===== config.mk =====
export PLATFORM = sky130hd
export DESIGN_NAME = add_and_or
export DESIGN_NICKNAME = d
export VERILOG_FILES = /design/src/rtl/add_and_or_pkg.sv /design/src/rtl/add_and_or_add_core.sv /design/src/rtl/add_and_or.sv
export SDC_FILE = /design/constraint.sdc
export NUM_CORES = 1
export LEC_CHECK = 0
export ABC_AREA = 1
export CORE_ASPECT_RATIO = 0.7
export CORE_MARGIN = 5
export CORE_UTILIZATION = 46
export CTS_CLUSTER_DIAMETER = 80
export DETAILED_ROUTE_END_ITERATION = 7
export PLACE_DENSITY = 0.77
export SYNTH_ARGS = -nofsm -noshare
export SYNTH_HDL_FRONTEND = slang
export SYNTH_HIERARCHICAL = 1
export SYNTH_SLANG_ARGS = --single-unit
export TNS_END_PERCENT = 10

===== constraint.sdc =====
create_clock -name clk -period 0.8 [get_ports clk]
set_input_delay 0.16 -clock clk [delete_from_list [all_inputs] [get_ports clk]]
set_output_delay 0.16 -clock clk [all_outputs]
set_load 0.01 [all_outputs]

===== src/rtl/add_and_or_pkg.sv =====
// Shared constants for the add_and_or datapath: op codes and the default operand width.
package add_and_or_pkg;

  localparam int unsigned DEFAULT_WIDTH = 64;

  localparam logic [3:0] OP_AND = 4'b0000;
  localparam logic [3:0] OP_OR  = 4'b0001;
  localparam logic [3:0] OP_ADD = 4'b0010;

  function automatic logic is_legal_op(input logic [3:0] op);
    return (op == OP_AND) || (op == OP_OR) || (op == OP_ADD);
  endfunction

endpackage


===== src/rtl/add_and_or_add_core.sv =====
// Combinational WIDTH-bit adder built from 4-bit carry-lookahead groups rippling group carries.
module add_core import add_and_or_pkg::*; #(
  parameter int unsigned WIDTH = DEFAULT_WIDTH
) (
  input  logic [WIDTH-1:0] a,
  input  logic [WIDTH-1:0] b,
  input  logic             cin,
  output logic [WIDTH-1:0] sum,
  output logic             carry,
  output logic             overflow
);

  localparam int unsigned NumGroups = (WIDTH + 3) / 4;
  localparam int unsigned PadWidth  = NumGroups * 4;

  logic [PadWidth-1:0]  a_p;
  logic [PadWidth-1:0]  b_p;
  logic [PadWidth-1:0]  sum_p;
  logic [NumGroups:0]   gc;

  assign a_p   = PadWidth'(a);
  assign b_p   = PadWidth'(b);
  assign gc[0] = cin;

  for (genvar grp = 0; grp < NumGroups; grp++) begin : g_cla
    logic [3:0] g;
    logic [3:0] p;
    logic [3:0] c;
    logic       grp_g;
    logic       grp_p;

    assign g = a_p[4*grp +: 4] & b_p[4*grp +: 4];
    assign p = a_p[4*grp +: 4] ^ b_p[4*grp +: 4];

    assign c[0] = gc[grp];
    assign c[1] = g[0] | (p[0] & c[0]);
    assign c[2] = g[1] | (p[1] & g[0]) | (p[1] & p[0] & c[0]);
    assign c[3] = g[2] | (p[2] & g[1]) | (p[2] & p[1] & g[0]) | (p[2] & p[1] & p[0] & c[0]);

    assign grp_g = g[3] | (p[3] & g[2]) | (p[3] & p[2] & g[1]) | (p[3] & p[2] & p[1] & g[0]);
    assign grp_p = &p;

    assign gc[grp+1]          = grp_g | (grp_p & c[0]);
    assign sum_p[4*grp +: 4]  = p ^ c;
  end

  assign sum = sum_p[WIDTH-1:0];

  // With zero padding, the padded sum bit at WIDTH is the true carry-out.
  if (PadWidth == WIDTH) begin : g_carry_exact
    assign carry = gc[NumGroups];
  end else begin : g_carry_padded
    assign carry = sum_p[WIDTH];
  end

  assign overflow = (a[WIDTH-1] == b[WIDTH-1]) && (sum[WIDTH-1] != a[WIDTH-1]);

endmodule


===== src/rtl/add_and_or.sv =====
// Single-cycle AND/OR/ADD unit with registered result, flags and a valid strobe.
module add_and_or import add_and_or_pkg::*; #(
  parameter int unsigned WIDTH = DEFAULT_WIDTH
) (
  input  logic             clk,
  input  logic             rst_n,
  input  logic             in_valid,
  input  logic [3:0]       op,
  input  logic [WIDTH-1:0] rs1,
  input  logic [WIDTH-1:0] rs2,
  input  logic             cin,
  output logic [WIDTH-1:0] rd,
  output logic             zero,
  output logic             carry,
  output logic             overflow,
  output logic             illegal,
  output logic             out_valid
);

  logic [WIDTH-1:0] add_sum;
  logic             add_carry;
  logic             add_overflow;

  logic [WIDTH-1:0] rd_d, rd_q;
  logic             zero_d, zero_q;
  logic             carry_d, carry_q;
  logic             overflow_d, overflow_q;
  logic             illegal_d, illegal_q;
  logic             out_valid_q;

  add_core #(
    .WIDTH (WIDTH)
  ) u_add_core (
    .a        (rs1),
    .b        (rs2),
    .cin      (cin),
    .sum      (add_sum),
    .carry    (add_carry),
    .overflow (add_overflow)
  );

  always_comb begin
    rd_d       = '0;
    carry_d    = 1'b0;
    overflow_d = 1'b0;
    illegal_d  = 1'b0;
    unique case (op)
      OP_AND: rd_d = rs1 & rs2;
      OP_OR:  rd_d = rs1 | rs2;
      OP_ADD: begin
        rd_d       = add_sum;
        carry_d    = add_carry;
        overflow_d = add_overflow;
      end
      default: illegal_d = 1'b1;
    endcase
    // Illegal ops force rd to 0 but must not report zero.
    zero_d = !illegal_d && (rd_d == '0);
  end

  always_ff @(posedge clk or negedge rst_n) begin
    if (!rst_n) begin
      rd_q        <= '0;
      zero_q      <= 1'b0;
      carry_q     <= 1'b0;
      overflow_q  <= 1'b0;
      illegal_q   <= 1'b0;
      out_valid_q <= 1'b0;
    end else begin
      out_valid_q <= in_valid;
      if (in_valid) begin
        rd_q       <= rd_d;
        zero_q     <= zero_d;
        carry_q    <= carry_d;
        overflow_q <= overflow_d;
        illegal_q  <= illegal_d;
      end
    end
  end

  assign rd        = rd_q;
  assign zero      = zero_q;
  assign carry     = carry_q;
  assign overflow  = overflow_q;
  assign illegal   = illegal_q;
  assign out_valid = out_valid_q;

endmodule


==> flow_summary.yaml, run 1 <==
timing:
  max_slew.worst_pin.slew_ns: 0.455
  timing_hold_violations_final: 0
  setup-violations-final: 137
  worst_case_clock_skew_ns: 0
  final.hold.worst_slack_ns: 0.116
  clock.fmax_mhz: 267
  post-route-min-period_ns: 3.74
  timing.max_slew.rel_slack_pct: 69.4
  report.final.slew_viol_count: 0
  fin_crit_sh_pct: 467
  rsz_0062_raised_after_global_routing: "true"
  final.setup.worst_slack_ns: -2.94
floorplanning:
  start_util_pct: 46.5
  floorplan.die.height_um: 120
  fp.coreArea_sq_um: 17100
  io-pin-count: 205
  fp.dieArea_sq_um: 20000
  die_width_um: 167
  placement_rows: 40
logic_synthesis:
  synthDistinctLibCells: 34
  leading_cell_types_by_total_area_after_synthesis: "sky130_fd_sc_hd__dfrtp_1 (22%), sky130_fd_sc_hd__nand2_1 (17%), sky130_fd_sc_hd__nand3_1 (13%)"
  synth.top_cells.by_count: "sky130_fd_sc_hd__nand2_1 (369), sky130_fd_sc_hd__nand3_1 (208), sky130_fd_sc_hd__inv_1 (114)"
  yosys_register_bits: 69
  synthesis.instances: 1186
  avg_cell_area_syn_sq_um: 6.69
  ys_dominant_reg_cell: "sky130_fd_sc_hd__dfrtp_1"
  syn_area_sq_um: 7940
  yosysSeqAreaShare_pct: 21.8
  synth_top_cell_by_area: "sky130_fd_sc_hd__dfrtp_1"
  most_instantiated_library_cell_after_synthesis: "sky130_fd_sc_hd__nand2_1"
  fraction_of_registers_with_async_set_or_reset_after_synthesis_pct: 100
  synth_edf_count: 0
  syn_nets: 1402
  yosysTopAreaCellShare_pct: 21.8
  synth.yosys.warnings: 6
global_routing:
  grt.overflow.total: 0
  grt_pass1_wl_mm: 47.4
  first_global_vias: 9907
  number_of_antenna_violations_at_the_first_check_in_global_routing: 3
  globalRouteTotalUtil_pct: 28.3
  grt_max_degree: 88
layout:
  layout-drive-gt1-share_pct: 36.7
  final_cell_count_no_fill: 1846
  layout.nets: 1823
  postLayoutCoreUtil_pct: 76.4
  fillers: 1197
  multi_input_area_sq_um: 6420
  flow.area_growth_from_synthesis_pct: 64.3
  finish.instance_area_sq_um: 13000
  regArea_sq_um: 1730
placed_design:
  finalWeightedCongestion: 0.904
  place_inst: 1802
  place_area_sq_um: 12100
  io_buffers: 204
  dp_hpwl_mm: 20.9
route:
  route.final.wire_length_mm: 30.7
  detailedRoute.firstIterationViolations: 854
  viasPerCell: 5.39
  vias: 9951
  drcViolationCount: 0
  avgRoutedWirePerCell_um: 16.6
  dr.pass1.iters: 7
  post_route_ant_nets: 0
clock_tree:
  cts_tree: "done"
  cts.clk_slew.worst_paths_ns: 0.06
  numClockSinks: 69
  htree_num_levels: 3
  insertion_delay_ns: 0.34
  clock_path_buffers: 2
  cts_made_buffers: 9
  root_buffer: "sky130_fd_sc_hd__clkbuf_16"
outcome:
  failed_checks: "negative setup slack"
  run_status: "finished with violations"
pwr:
  cellPowerDensity_nw_per_um2: 1190
  power.static_leakage_uw: 0.00720
  vdd.ir_drop.worst_uv: 802
worst_setup_path:
  worst_path_required_ns: 1.09
  reg2reg_slack_ns: 0.02
  worst-setup-path-type: "in -> reg"
  arrival_ns: 4.03
  cp-end-kind: "flop"
  cp_slowest_stage_delay_ns: 0.39
  cp_max_fo: 4
  crit_top_cell: "sky130_fd_sc_hd__nand2_4"
  cp-start-kind: "primary input"
  critPathSlowestCell: "sky130_fd_sc_hd__fa_2"
run:
  number_of_max_cap_violations: 0
worst_hold_path:
  worstHoldPathType: "in -> reg"
where the power goes:
part / switching [uW] / internal [uW] / leakage, uW
clock network: 1770 / 2750 / 0.000156
registers: 135 / 3710 / 0.000935
logic: 3640 / 3520 / 0.00611
total: 5540 / 9980 / 0.00720
final cells by class:
class | count | share of cell area [%]
multi-input combinational | 947 | 49.2
clock inverter | 7 | 0.758
antenna | 3 | 0.0576
clock buffer | 9 | 1.73
tap | 231 | 2.22
sequential | 69 | 13.2
timing repair buffer | 463 | 29.4
inverter | 117 | 3.38
worst paths after layout:
kind	start	to	depth (start not counted)
min reg2reg	rd[30]	rd[30]	2
max reg2reg	rd[58]	rd[58]	3
min	op[2]	overflow	4
min in group asynchronous	rst_n	illegal	2
max	rs1[7]	zero	43
max in group asynchronous	rst_n	rd[0]	3
worst max-delay path: cells and delay by family:
family | cells | cell delay, ns
simple gates | 37 | 2.59
compound gates | 2 | 0.32
fa+ha+maj | 2 | 0.66
xor+xnor | 1 | 0.20
buf+inv | 1 | 0.10
flip-flops by register name, indices dropped and copies added (netlist names):
register,count
zero,1
out_valid,1
illegal,1
overflow,1
rd,64
carry,1
stage by stage:
step	setup WS [ns]	setup TNS, ns	power [uW]
global placement	-3.29	-169.52	10100
CTS	-2.66	-123.63	15100
global route	-3.07	-136.44	16300
floorplan	-2.67	-97.84	6940
finish	-2.94	-129.23	15500
detailed placement	-3.44	-174.44	10300
what timing repair did:
item                                    in CTS  in global routing
hold endpoints to repair                    69                  0
endpoints found under the setup margin     137                137
buffers inserted                            19                 13
gates resized for setup                    525                 91
hold buffers                                 1                  0
pin swaps                                   82                 59
metal layers:
| layer | vias to the layer above | track usage, % | routed length [um] |
|---|---|---|---|
| met5 | - | 0 | 11 |
| met4 | 2 | 9.66 | 853 |
| met3 | 81 | 7.84 | 2650 |
| met2 | 468 | 48.0 | 14600 |
| met1 | 4699 | 34.7 | 12600 |
| li1 | 4701 | - | - |
cell usage in the layout (no fill, tap or decap), drive strengths merged, types with 15 or more instances in the layout:
master / n
nand2: 402
buf: 348
nand3: 209
inv: 117
clkdlybuf4s50: 92
nor2: 70
dfrtp: 69
ha: 64
nand3b: 49
a21oi: 43
xor2: 32
clkbuf: 18
o211ai: 17
fa: 16
xnor2: 15
cell families (layout without fill, tap and decap cells):
kind of cell / Yosys count / after routing / synth area share [%]
AND/OR/NAND/NOR: 742 / 742 / 44.2
buffers and inverters: 170 / 596 / 8.61
adder cells (fa/ha/maj): 80 / 80 / 14.1
AO/OA/AOI/OAI: 78 / 78 / 6.17
flip-flops: 69 / 69 / 21.8
XOR/XNOR: 47 / 47 / 5.19
other: 0 / 3 / 0
(Power assumes the default switching activity.)
==> inputs of run 2 (changes only) <==
--- a/config.mk
+++ b/config.mk
@@ -13,4 +13,5 @@
 export DETAILED_ROUTE_END_ITERATION = 7
 export PLACE_DENSITY = 0.77
+export SLEW_MARGIN = 0
 export SYNTH_ARGS = -nofsm -noshare
 export SYNTH_HDL_FRONTEND = slang
==> constraint.sdc (replaced) <==
create_clock -name clk -period 0.8 [get_ports clk]
set_input_delay 0.16 -clock clk [delete_from_list [all_inputs] [get_ports clk]]
set_output_delay 0.16 -clock clk [all_outputs]
set_load 0.02 [all_outputs]
==> flow_summary.yaml, run 2 (synthesis results as in run 1) <==
layout:
  largest_register_ffs: 64
  mostFrequentLayoutCell: "sky130_fd_sc_hd__nand2_1"
  finish.instance_area_sq_um: 13000
  final_cell_mix: "sky130_fd_sc_hd__nand2_1 (343), sky130_fd_sc_hd__buf_4 (228), sky130_fd_sc_hd__nand3_1 (140)"
  flow.area_growth_from_synthesis_pct: 64.3
  layout.nets: 1823
  layout-drive-gt1-share_pct: 36.7
  fillers: 1194
clock_tree:
  numClockSinks: 69
  cts_tree: "done"
  htree_num_levels: 3
  root_buffer: "sky130_fd_sc_hd__clkbuf_16"
  cts.clk_slew.worst_paths_ns: 0.06
  clock_path_buffers: 2
  insertion_delay_ns: 0.34
  cts_made_buffers: 9
worst_setup_path:
  cp-end-kind: "flop"
  r2r.worst_path.cells: 3
  cp_slowest_stage_delay_ns: 0.39
  arrival_ns: 4.03
  critPathSlowestCell: "sky130_fd_sc_hd__fa_2"
  cp_max_fo: 4
  reg_to_reg_critical_path_startpoint: "rd[58]"
  crit_top_cell: "sky130_fd_sc_hd__nand2_4"
  worst-setup-path-type: "in -> reg"
  cp-start-kind: "primary input"
  worst_path_required_ns: 1.08
  worstSetupStartpoint: "rs1[7]"
pwr:
  power.static_leakage_uw: 0.00720
  power_switching_share_pct: 36.4
  cellPowerDensity_nw_per_um2: 1200
  internal_power_uw: 9990
  power.share.combinational_pct: 46.7
  p_switching_uw: 5710
  share_clk_of_total_power_pct: 28.8
  vdd.ir_drop.worst_uv: 826
  power_frac_seq_pct: 24.5
timing:
  max_slew.worst_pin.slew_ns: 0.458
  report.final.slew_viol_count: 0
  timing_hold_violations_final: 0
  rsz_0062_raised_after_global_routing: "true"
  timing.max_slew.rel_slack_pct: 69.2
  setup-violations-final: 137
  fin_crit_sh_pct: 468
  clock.fmax_mhz: 267
  worst_case_clock_skew_ns: 0
  final.setup.worst_slack_ns: -2.95
  post-route-min-period_ns: 3.75
  final.hold.worst_slack_ns: 0.118
placed_design:
  dp_hpwl_mm: 20.9
  io_buffers: 204
  detailedPlace.worstSlack_ns: -3.44
  finalWeightedCongestion: 0.904
  place_area_sq_um: 12100
route:
  post_route_ant_nets: 0
  route.final.wire_length_mm: 30.6
  detailedRoute.firstIterationViolations: 854
  viasPerCell: 5.38
  dr.pass1.iters: 5
  vias: 9931
  drcViolationCount: 0
  avgRoutedWirePerCell_um: 16.6
global_routing:
  grt.overflow.total: 0
  grt_pass1_wl_mm: 47.4
  grt_max_degree: 88
  first_global_vias: 9907
  globalRouteTotalUtil_pct: 28.3
  number_of_antenna_violations_at_the_first_check_in_global_routing: 3
floorplanning:
  fp.coreArea_sq_um: 17100
  start_util_pct: 46.5
  floorplan.die.height_um: 120
  io-pin-count: 205
  placement_rows: 40
  die_width_um: 167
  fp.dieArea_sq_um: 20000
outcome:
  failed_checks: "negative setup slack"
  run_status: "finished with violations"
worst_hold_path:
  whs_path_depth: 4
  holdCritStartpoint: "op[2]"
  worstHoldPathType: "in -> reg"
run:
  number_of_max_cap_violations: 0
[run 2: cell count changes in the layout (fill, tap and decap cells not counted)]
cell,delta
sky130_fd_sc_hd__buf_2,-1
sky130_fd_sc_hd__buf_6,+1
[run 2: power groups by stage]
| stage | Combinational, uW | Clock (uW) | Sequential [uW] |
|---|---|---|---|
| after detailed placement | 6560 | 0 | 3900 |
| final | 7340 | 4510 | 3850 |
| after global routing | 7910 | 4700 | 3870 |
| after floorplan | 2940 | 0 | 4160 |
| after global placement | 6380 | 0 | 3900 |
| after CTS | 6840 | 4590 | 3840 |
[run 2: final cells by class]
type / count / area [sq um] / area share, %
multi-input combinational: 947 / 6420 / 49.2
timing repair buffer: 463 / 3840 / 29.4
sequential: 69 / 1730 / 13.2
inverter: 117 / 440 / 3.38
tap: 231 / 289 / 2.22
clock buffer: 9 / 225 / 1.73
clock inverter: 7 / 98.8 / 0.758
antenna: 3 / 7.51 / 0.0576
[run 2: final timing paths]
path                            endpoint  slack [ns]
max in group asynchronous          rd[8]        0.13
worst min-delay path            overflow        0.12
worst max-delay path                zero       -2.95
min in group asynchronous        illegal        0.23
worst min register to register    rd[30]        0.48
worst max register to register    rd[58]        0.02
[run 2: metal layers]
layer / GRT usage [%] / vias to the layer above / wire length [um]
li1: - / 4702 / -
met1: 34.7 / 4693 / 12600
met2: 48.0 / 449 / 14500
met3: 7.84 / 85 / 2640
met4: 9.66 / 2 / 882
met5: 0 / - / 12
[run 2: what timing repair did]
item / in CTS / in global routing
endpoints found under the setup margin: 137 / 137
resized for setup: 534 / 91
hold endpoints to repair: 69 / 0
hold buffers: 1 / 0
pin swaps: 82 / 59
setup buffers: 19 / 13
[run 2: critical path: cells and delay by family]
kind | cells | cell delay [ns]
simple gates | 37 | 2.59
buf+inv | 1 | 0.10
compound gates | 2 | 0.32
fa+ha+maj | 2 | 0.66
xor+xnor | 1 | 0.20
[run 2: stage by stage]
stage | cells | total power (uW) | util, % | setup TNS, ns
2_1_floorplan | 1186 | 7110 | - | -97.84
3_3_place_gp | 1802 | 10300 | 70.8 | -174.21
3_5_place_dp | 1802 | 10500 | 70.8 | -179.12
4_1_cts | 1837 | 15300 | 74.6 | -124.86
5_1_grt | 1845 | 16500 | 76.4 | -137.66
6_report | 1846 | 15700 | 76.4 | -130.48
